## src/rtl/four_dispatch.sv

```systemverilog
// rtl/four_dispatch.sv - buffered 1-to-4 stream dispatcher with per-channel FIFOs
// Optional broadcast dispatch enabled by defining FOUR_DISPATCH_BCAST_EN.
module four_dispatch #(
   parameter int WIDTH = 32,
   parameter int DEPTH = 2
) (
   input  logic             clk_i,
   input  logic             rst_n_i,
   input  logic             in_valid_i,
   output logic             in_ready_o,
   input  logic [1:0]       in_dest_i,
   input  logic [WIDTH-1:0] in_data_i,
`ifdef FOUR_DISPATCH_BCAST_EN
   input  logic             in_bcast_i,
`endif
   output logic [3:0]       out_valid_o,
   input  logic [3:0]       out_ready_i,
   output logic [WIDTH-1:0] out_data0_o,
   output logic [WIDTH-1:0] out_data1_o,
   output logic [WIDTH-1:0] out_data2_o,
   output logic [WIDTH-1:0] out_data3_o
);

   localparam int PW = $clog2(DEPTH);
   localparam logic [PW:0] DEPTH_CNT = DEPTH[PW:0];

   logic [WIDTH-1:0] mem_q  [4][DEPTH];
   logic [WIDTH-1:0] mem_d  [4][DEPTH];
   logic [PW-1:0]    wptr_q [4];
   logic [PW-1:0]    wptr_d [4];
   logic [PW-1:0]    rptr_q [4];
   logic [PW-1:0]    rptr_d [4];
   logic [PW:0]      cnt_q  [4];
   logic [PW:0]      cnt_d  [4];

   logic [3:0] full_w;
   logic [3:0] push_w;
   logic [3:0] pop_w;
   logic       bcast_w;
   logic       accept_w;

`ifdef FOUR_DISPATCH_BCAST_EN
   assign bcast_w = in_bcast_i;
`else
   assign bcast_w = 1'b0;
`endif

   always_comb begin
      full_w      = '0;
      out_valid_o = '0;
      for (int c = 0; c < 4; c++) begin
         full_w[c]      = (cnt_q[c] == DEPTH_CNT);
         out_valid_o[c] = (cnt_q[c] != '0);
      end
   end

   // Ready looks only at registered occupancy, never at out_ready_i.
   assign in_ready_o = bcast_w ? ~|full_w : ~full_w[in_dest_i];
   assign accept_w   = in_valid_i & in_ready_o;

   always_comb begin
      push_w = '0;
      pop_w  = '0;
      for (int c = 0; c < 4; c++) begin
         push_w[c] = accept_w & (bcast_w | (in_dest_i == c[1:0]));
         pop_w[c]  = out_valid_o[c] & out_ready_i[c];
      end
   end

   always_comb begin
      mem_d  = mem_q;
      wptr_d = wptr_q;
      rptr_d = rptr_q;
      cnt_d  = cnt_q;
      for (int c = 0; c < 4; c++) begin
         if (push_w[c]) begin
            mem_d[c][wptr_q[c]] = in_data_i;
            wptr_d[c]           = wptr_q[c] + PW'(1);
         end
         if (pop_w[c]) begin
            rptr_d[c] = rptr_q[c] + PW'(1);
         end
         case ({push_w[c], pop_w[c]})
            2'b10:   cnt_d[c] = cnt_q[c] + (PW+1)'(1);
            2'b01:   cnt_d[c] = cnt_q[c] - (PW+1)'(1);
            default: cnt_d[c] = cnt_q[c];
         endcase
      end
   end

   always_ff @(posedge clk_i or negedge rst_n_i) begin
      if (!rst_n_i) begin
         for (int c = 0; c < 4; c++) begin
            wptr_q[c] <= '0;
            rptr_q[c] <= '0;
            cnt_q[c]  <= '0;
            for (int e = 0; e < DEPTH; e++) begin
               mem_q[c][e] <= '0;
            end
         end
      end else begin
         mem_q  <= mem_d;
         wptr_q <= wptr_d;
         rptr_q <= rptr_d;
         cnt_q  <= cnt_d;
      end
   end

   assign out_data0_o = mem_q[0][rptr_q[0]];
   assign out_data1_o = mem_q[1][rptr_q[1]];
   assign out_data2_o = mem_q[2][rptr_q[2]];
   assign out_data3_o = mem_q[3][rptr_q[3]];

endmodule

```

## config.mk

```make
export PLATFORM = sky130hd
export DESIGN_NAME = four_dispatch
export DESIGN_NICKNAME = d
export VERILOG_FILES = /design/src/rtl/four_dispatch.sv
export SDC_FILE = /design/constraint.sdc
export NUM_CORES = 1
export LEC_CHECK = 0
export ABC_AREA = 1
export BUFFER_PORTS_ARGS = -buffer_cell sky130_fd_sc_hd__buf_2
export CAP_MARGIN = 10
export CORE_UTILIZATION = 62
export DETAILED_ROUTE_END_ITERATION = 8
export HOLD_SLACK_MARGIN = 0.08
export PLACE_DENSITY_LB_ADDON = 0.25
export SLEW_MARGIN = 10
export SYNTH_ARGS = -nofsm -noshare
export SYNTH_HDL_FRONTEND = slang
export SYNTH_SLANG_ARGS = --single-unit
```

## constraint.sdc

```tcl
create_clock -name clk_i -period 4.4 [get_ports clk_i]
set_clock_uncertainty 0.05 [all_clocks]
set_input_delay 0.22 -clock clk_i [delete_from_list [all_inputs] [get_ports clk_i]]
set_output_delay 0.22 -clock clk_i [all_outputs]
set_load 0.005 [all_outputs]
```

# Yosys cells after proc, flatten, opt, wreduce, memory -nomap -nowiden
# Index checks and enable logic that the tools add are counted.
# Widths: inputs -> output; s select.
[totals]
romBits = 0
word_cells = 125
ram_bits = 0
ff_bits = 272
mem_count = 0
input_bits = 41
latchBits = 0
[classes]
n_eq_ne = 15
addsub = 16
mux = 30
shift = 0
n_reduce_logical = 13
magnitude_cmp = 13
n_mul = 0
div_mod_pow = 0
bitwise = 18
[op_table]
columns = ["operator", "n"]
rows = [
  ["$mux 32", 16],
  ["$bwmux 64", 4],
  ["$demux 32 s1", 4],
  ["$eq 2x2->1 const B", 10],
  ["$ge 2x2->1 const B", 8],
  ["$not 1->2", 8],
  ["$pmux 2 s2", 4],
  ["$reduce_bool 2->1", 8],
  ["$eq 2x1->1 const B", 5],
  ["$and 1x1->1", 9],
  ["$add 1x1->1 const B", 8],
  ["$add 2x1->2 const B", 4],
  ["$lt 2x1->1 const B", 4],
  ["$sub 2x1->2 const B", 4],
  ["$logic_and 1x1->1", 4],
  ["$lt 2x3->1 const B", 1],
  ["$bmux 1 s2", 1],
  ["$logic_not 2->1", 1],
  ["$mux 1", 1],
  ["$not 1->1", 1],
]

# Longest topological paths before layout
[logic_depth]
word_depth = 8
mapped_depth = 13
depth_no_buf = 12

# Worst setup path before layout
# OpenSTA, ideal clock, no wires.
[synth_path]
kind = "reg2reg"
from = "reg cnt_q[5] (netlist bit)"
to = "reg cnt_q[3] (netlist bit)"
t_arrival_ns = 1.737
period_less_slack_ns = 1.918
setup_slack_ns = 2.482
setup_ns = 0.131
stages_incl_launch_ff = 14
cell_sequence = "dfrtp_1 -> inv_1 -> nor2_1 -> nand2_1 -> nand2_1 -> inv_1 -> nand3_1 -> nor2_1 -> buf_2 -> inv_1 -> ha_1 -> a21oi_1 -> o21ai_0 -> xor2_1"
[synth_via]
elab_chain_len = 8
[synth_lines]
columns = ["element", "line", "rtl"]
rows = [
  ["from (decl)", "33", "logic [PW:0] cnt_q [4];"],
  ["from (signal assigned)", "105", "cnt_q <= cnt_d;"],
  ["$eq 2x2->1 *", "52", "full_w[c] = (cnt_q[c] == DEPTH_CNT);"],
  ["$bmux 1 s2 *", "58", "assign in_ready_o = bcast_w ? ~|full_w : ~full_w[in_dest_i];"],
  ["$mux 1 (implied by the code) *", "58", ""],
  ["$not 1->1 *", "58", ""],
  ["$and 1x1->1 *", "59", "assign accept_w = in_valid_i & in_ready_o;"],
  ["$and 1x1->1 *", "65", "push_w[c] = accept_w & (bcast_w | (in_dest_i == c[1:0]));"],
  ["$eq 2x1->1 / $eq 2x2->1 (equally long branches)", "83", "case ({push_w[c], pop_w[c]})"],
  ["$pmux 2 s2 / $reduce_bool 2->1 (equally long branches)", "n/a", ""],
]
# Every way passes the cells marked *; elsewhere a longest branch is shown, timed or not. The select of a mux whose other input is x is not followed.
# A chain may end at the register's enable or synchronous reset.

# Worst setup path after layout
[layout_path]
from = "reg rptr_q[1] (netlist bit)"
to = "out out_data2_o[12]"
[layout_via]
elab_chain_len = 4
[layout_lines]
columns = ["element", "line", "rtl"]
rows = [
  ["from (decl)", "31", "logic [PW-1:0] rptr_q [4];"],
  ["from (signal assigned)", "104", "rptr_q <= rptr_d;"],
  ["$not 1->2 (implied by the code)", "111", "assign out_data2_o = mem_q[2][rptr_q[2]];"],
  ["$mux 32 (implied by the code) (3 in series)", "111", ""],
  ["to (decl)", "20", "output logic [WIDTH-1:0] out_data2_o,"],
]
# Every way passes these cells. The select of a mux whose other input is x is not followed.

==> impl_results.html <==
<table>
<tr><th>Metric</th><th>Value</th></tr>
<tr><th colspan="2">Timing</th></tr>
<tr><td>Final worst-path cycle share</td><td>0.6879</td></tr>
<tr><td>Final hold violation count</td><td>0</td></tr>
<tr><td>Min Tclk post-route</td><td>3.027 ns</td></tr>
<tr><td>Slew at the pin closest to its max-slew limit</td><td>1.216 ns</td></tr>
<tr><td>Summed negative setup slack over all endpoints</td><td>0 ns</td></tr>
<tr><td>Setup repair after global routing missed its margin</td><td>false</td></tr>
<tr><td>Final number of max-transition violations</td><td>0</td></tr>
<tr><td>FMAX</td><td>330.4 MHz</td></tr>
<tr><td>Worst relative slew slack</td><td>0.1874</td></tr>
<tr><td>Final setup fails</td><td>0</td></tr>
<tr><th colspan="2">Placed design</th></tr>
<tr><td>Final weighted congestion in routability-driven placement</td><td>0.8178</td></tr>
<tr><td>Number of buffers inserted by port buffering</td><td>about 170</td></tr>
<tr><td>Post-DP HPWL</td><td>21430 um</td></tr>
<tr><td>Dpl cell area</td><td>between 10000 and 15000 sq um</td></tr>
<tr><th colspan="2">Setup path</th></tr>
<tr><td>Crit path capture type</td><td>output port</td></tr>
<tr><td>Data required, critical path</td><td>4.13 ns</td></tr>
<tr><td>Reg2reg setup slack</td><td>around 1.7 ns</td></tr>
<tr><td>Launching instance or port of the critical path</td><td>rptr_q[1]$_DFFE_PN0P_</td></tr>
<tr><td>Critical path endpoint</td><td>out_data2_o[12]</td></tr>
<tr><td>Critical path launch point type</td><td>flip-flop</td></tr>
<tr><td>Worst-path maximum fanout</td><td>33</td></tr>
<tr><td>Origin of the critical flop-to-flop path</td><td>cnt_q[5]$_DFFE_PN0P_</td></tr>
<tr><td>Depth of the worst register-to-register path</td><td>13</td></tr>
<tr><td>Classification of the worst setup path</td><td>reg -&gt; out</td></tr>
<tr><td>Arrival @ worst endpoint</td><td>2.76 ns</td></tr>
<tr><td>End of the worst register-to-register path</td><td>cnt_q[3]$_DFFE_PN0P_</td></tr>
<tr><th colspan="2">Floorplanning</th></tr>
<tr><td>Cell Rows</td><td>51</td></tr>
<tr><td>Die area</td><td>20610 sq um</td></tr>
<tr><td>Die outline width</td><td>143.6 um</td></tr>
<tr><td>Ports placed on the boundary</td><td>between 150 and 200</td></tr>
<tr><td>Effective utilization at floorplan</td><td>0.6362</td></tr>
<tr><td>Vertical die dimension</td><td>143.6 um</td></tr>
<tr><td>Std-Cell Core Area</td><td>19530 sq um</td></tr>
<tr><th colspan="2">Global route</th></tr>
<tr><td>Via count of the first global-routing pass</td><td>about 11000</td></tr>
<tr><td>Wire length of the first global-routing pass</td><td>55180 um</td></tr>
<tr><td>Antenna violations before repair</td><td>0</td></tr>
<tr><td>GRT Resource Usage Total</td><td>0.3476</td></tr>
<tr><td>Overflow left after global routing</td><td>0</td></tr>
<tr><td>Pin count of the biggest net entering global routing</td><td>between 100 and 150</td></tr>
<tr><th colspan="2">Clocking</th></tr>
<tr><td>Clock root cell</td><td>clkbuf_16</td></tr>
<tr><td>Clock insertion delay at the later pin of the skew report</td><td>0.54 ns</td></tr>
<tr><td>Number of setup buffers added after CTS</td><td>0</td></tr>
<tr><td>Clock slew at reported path FFs</td><td>0.06 ns</td></tr>
<tr><td>Max clock buf depth</td><td>3</td></tr>
<tr><td>Number of H-tree branching levels</td><td>1</td></tr>
<tr><td>CTS sink count</td><td>272</td></tr>
<tr><td>Clock tree from TritonCTS</td><td>built</td></tr>
<tr><td>TritonCTS Buffers</td><td>28</td></tr>
<tr><th colspan="2">Route</th></tr>
<tr><td>Wire length after detailed routing</td><td>approximately 35000 um</td></tr>
<tr><td>DRT Pass-1 Iters</td><td>5</td></tr>
<tr><td>Detail-routed net length per standard cell</td><td>about 17 um</td></tr>
<tr><td>Ratio of routed vias to standard cells</td><td>around 5.5</td></tr>
<tr><td>Total DRC errors in the routed layout</td><td>0</td></tr>
<tr><td>Residual antenna-violating net count after detailed routing</td><td>0</td></tr>
<tr><td>Total number of vias</td><td>11420</td></tr>
<tr><td>First DRT Iteration DRCs</td><td>1052</td></tr>
<tr><th colspan="2">Yosys</th></tr>
<tr><td>Most common library cells after synthesis</td><td>nand2_1 (1053), dfrtp_1 (272), nand3_1 (132)</td></tr>
<tr><td>Cell types with the largest area share after synthesis</td><td>dfrtp_1 (55%), nand2_1 (32%), nand3_1 (5.3%), clkbuf_1 (1.9%), clkbuf_2 (1.0%)</td></tr>
<tr><td>EDFF count, synth</td><td>0</td></tr>
<tr><td>Most common cell in the synthesized netlist</td><td>nand2_1</td></tr>
<tr><td>Dominant register cell in the synthesized netlist</td><td>dfrtp_1</td></tr>
<tr><td>Area of the mapped netlist</td><td>approximately 12000 sq um</td></tr>
<tr><td>Share of flip-flops with an asynchronous set or reset</td><td>1.000</td></tr>
<tr><td>Sequential fraction of the synthesis area</td><td>0.5479</td></tr>
<tr><td>Distinct cell type count of the synthesized netlist</td><td>22</td></tr>
<tr><td>Cell taking the most area after synthesis</td><td>dfrtp_1</td></tr>
<tr><td>Area share of the leading cell type in the synthesized netlist</td><td>0.5479</td></tr>
<tr><td>Synthesized netlist cell count</td><td>1657</td></tr>
<tr><td>Average cell area after synthesis</td><td>7.497 sq um</td></tr>
<tr><td>Nets in the synthesized netlist</td><td>between 1500 and 2000</td></tr>
<tr><td>Yosys warning total</td><td>0</td></tr>
<tr><td>Number of synthesized register bits</td><td>approximately 270</td></tr>
<tr><th colspan="2">Min path</th></tr>
<tr><td>Type of the tightest min-delay check</td><td>in -&gt; reg</td></tr>
<tr><td>Startpoint of the most critical hold path</td><td>in_dest_i[0]</td></tr>
<tr><th colspan="2">Final layout</th></tr>
<tr><td>Final design area excluding fillers</td><td>14580 sq um</td></tr>
<tr><td>Share of final-layout standard cells stronger than drive strength 1</td><td>0.1403</td></tr>
<tr><td>Diode insertion count for antenna repair</td><td>0</td></tr>
<tr><td>Net count reported at finish</td><td>1842</td></tr>
<tr><td>Final-layout fill cell count</td><td>1486</td></tr>
<tr><td>Signed area change from the synthesized netlist to the final layout</td><td>17.34%</td></tr>
<tr><th colspan="2">Outcome</th></tr>
<tr><td>Status</td><td>finished, final reports clean</td></tr>
<tr><th colspan="2">Power and ir drop</th></tr>
<tr><td>Maximum resistive drop on vdd</td><td>roughly 0.00057 V</td></tr>
<tr><td>Leakage power</td><td>8.466 nW</td></tr>
<tr><td>Overall power consumption</td><td>between 10 and 15 mW</td></tr>
<tr><td>Power density cells</td><td>751.6 nW/um^2</td></tr>
<tr><th colspan="2">Run</th></tr>
<tr><td>Number of maximum-capacitance violations</td><td>0</td></tr>
</table>
[layout make-up]
type                            instances  area (sq um)  area share
Sequential cell                       272          6807      0.4669
Multi-Input combinational cell       1231          4954      0.3398
Timing Repair Buffer                  234          1426     0.09785
Clock buffer                           40         817.0     0.05605
Tap cell                              265         331.6     0.02274
Clock inverter                         10         130.1    0.008926
Inverter                               30         112.6    0.007725
[registers in the layout (all words and copies together), names as in the netlist]
register,count
wptr_q,4
rptr_q,4
mem_q,256
cnt_q,8
[critical path: stages, from the launching register on]
cell      delay, ns
dfrtp_1        0.32
buf_4          0.34
clkinv_1       0.94
nand2_1        0.31
nand2_1        0.14
buf_2          0.15
[where the power goes]
| group | total (mW) | switching (mW) | internal (mW) |
|---|---|---|---|
| clock network | 2.42 | 0.963 | 1.46 |
| logic | 4.17 | 2.60 | 1.57 |
| registers | 4.37 | 0.673 | 3.69 |
[through the flow]
step	util	hold slack (ns)	cells	worst slack, ns
final	0.7466	0.1077	2082	1.373
after global routing	0.7466	0.1357	2082	1.227
after CTS	0.7466	0.09440	2082	1.422
after detailed placement	0.6791	0.3804	1995	1.791
after global placement	0.6791	0.3802	1995	1.877
after floorplan	-	-0.1256	1657	2.482
[timing repair]
| item | in CTS | in global routing |
|---|---|---|
| hold buffers | 37 | 0 |
| hold endpoints to repair | 392 | 0 |
| gates resized for setup | 0 | 0 |
| setup endpoints to repair | 0 | 0 |
[worst min path at each step]
stage | to | cells after the start | slack [ns]
floorplan | cnt_q[0]$_DFFE_PN0P_ | 0 | -0.13
detailed placement | mem_q[253]$_DFFE_PN0P_ | 1 | 0.38
finish | wptr_q[2]$_DFFE_PN0N_ | 4 | 0.11
global route | wptr_q[2]$_DFFE_PN0N_ | 4 | 0.14
global placement | mem_q[253]$_DFFE_PN0P_ | 1 | 0.38
CTS | wptr_q[2]$_DFFE_PN0N_ | 4 | 0.09
[placed cells by master, fill, tap and decap left out, types with 2 or more instances in the layout]
| cell | netlist | final |
|---|---|---|
| nor2_2 | 4 | 4 |
| xnor2_1 | 4 | 4 |
| ha_1 | 4 | 4 |
| nand2_1 | 1053 | 1053 |
| buf_4 | 10 | 24 |
| clkinv_1 | 4 | 4 |
| clkinv_2 | 0 | 5 |
| nand3_1 | 132 | 132 |
| dlygate4sd3_1 | 0 | 37 |
| dfrtp_1 | 272 | 272 |
| clkbuf_8 | 0 | 5 |
| clkinvlp_4 | 0 | 2 |
| a21oi_1 | 4 | 4 |
| nor2_1 | 10 | 8 |
| clkbuf_1 | 63 | 6 |
| clkbuf_16 | 0 | 29 |
| nand4_1 | 4 | 4 |
| inv_2 | 4 | 4 |
| xor2_1 | 8 | 8 |
| o21ai_0 | 4 | 4 |
| bufinv_16 | 0 | 3 |
| inv_1 | 22 | 22 |
| nor2_4 | 1 | 3 |
| buf_2 | 24 | 172 |
| nand4_2 | 2 | 2 |
[per-layer routing]
metal  GRT usage  routed length [um]
met5           0                   0
met4      0.1137                 920
met3     0.05132                2997
met2      0.5649               16700
met1      0.4834               14140
[cells by family after synthesis]
group	share of synthesized area
buf+inv	0.05459
xor+xnor	0.008460
compound gates	0.003223
simple gates	0.3818
fa+ha+maj	0.004029
flops	0.5479
Power figures use the tool's default switching activity.
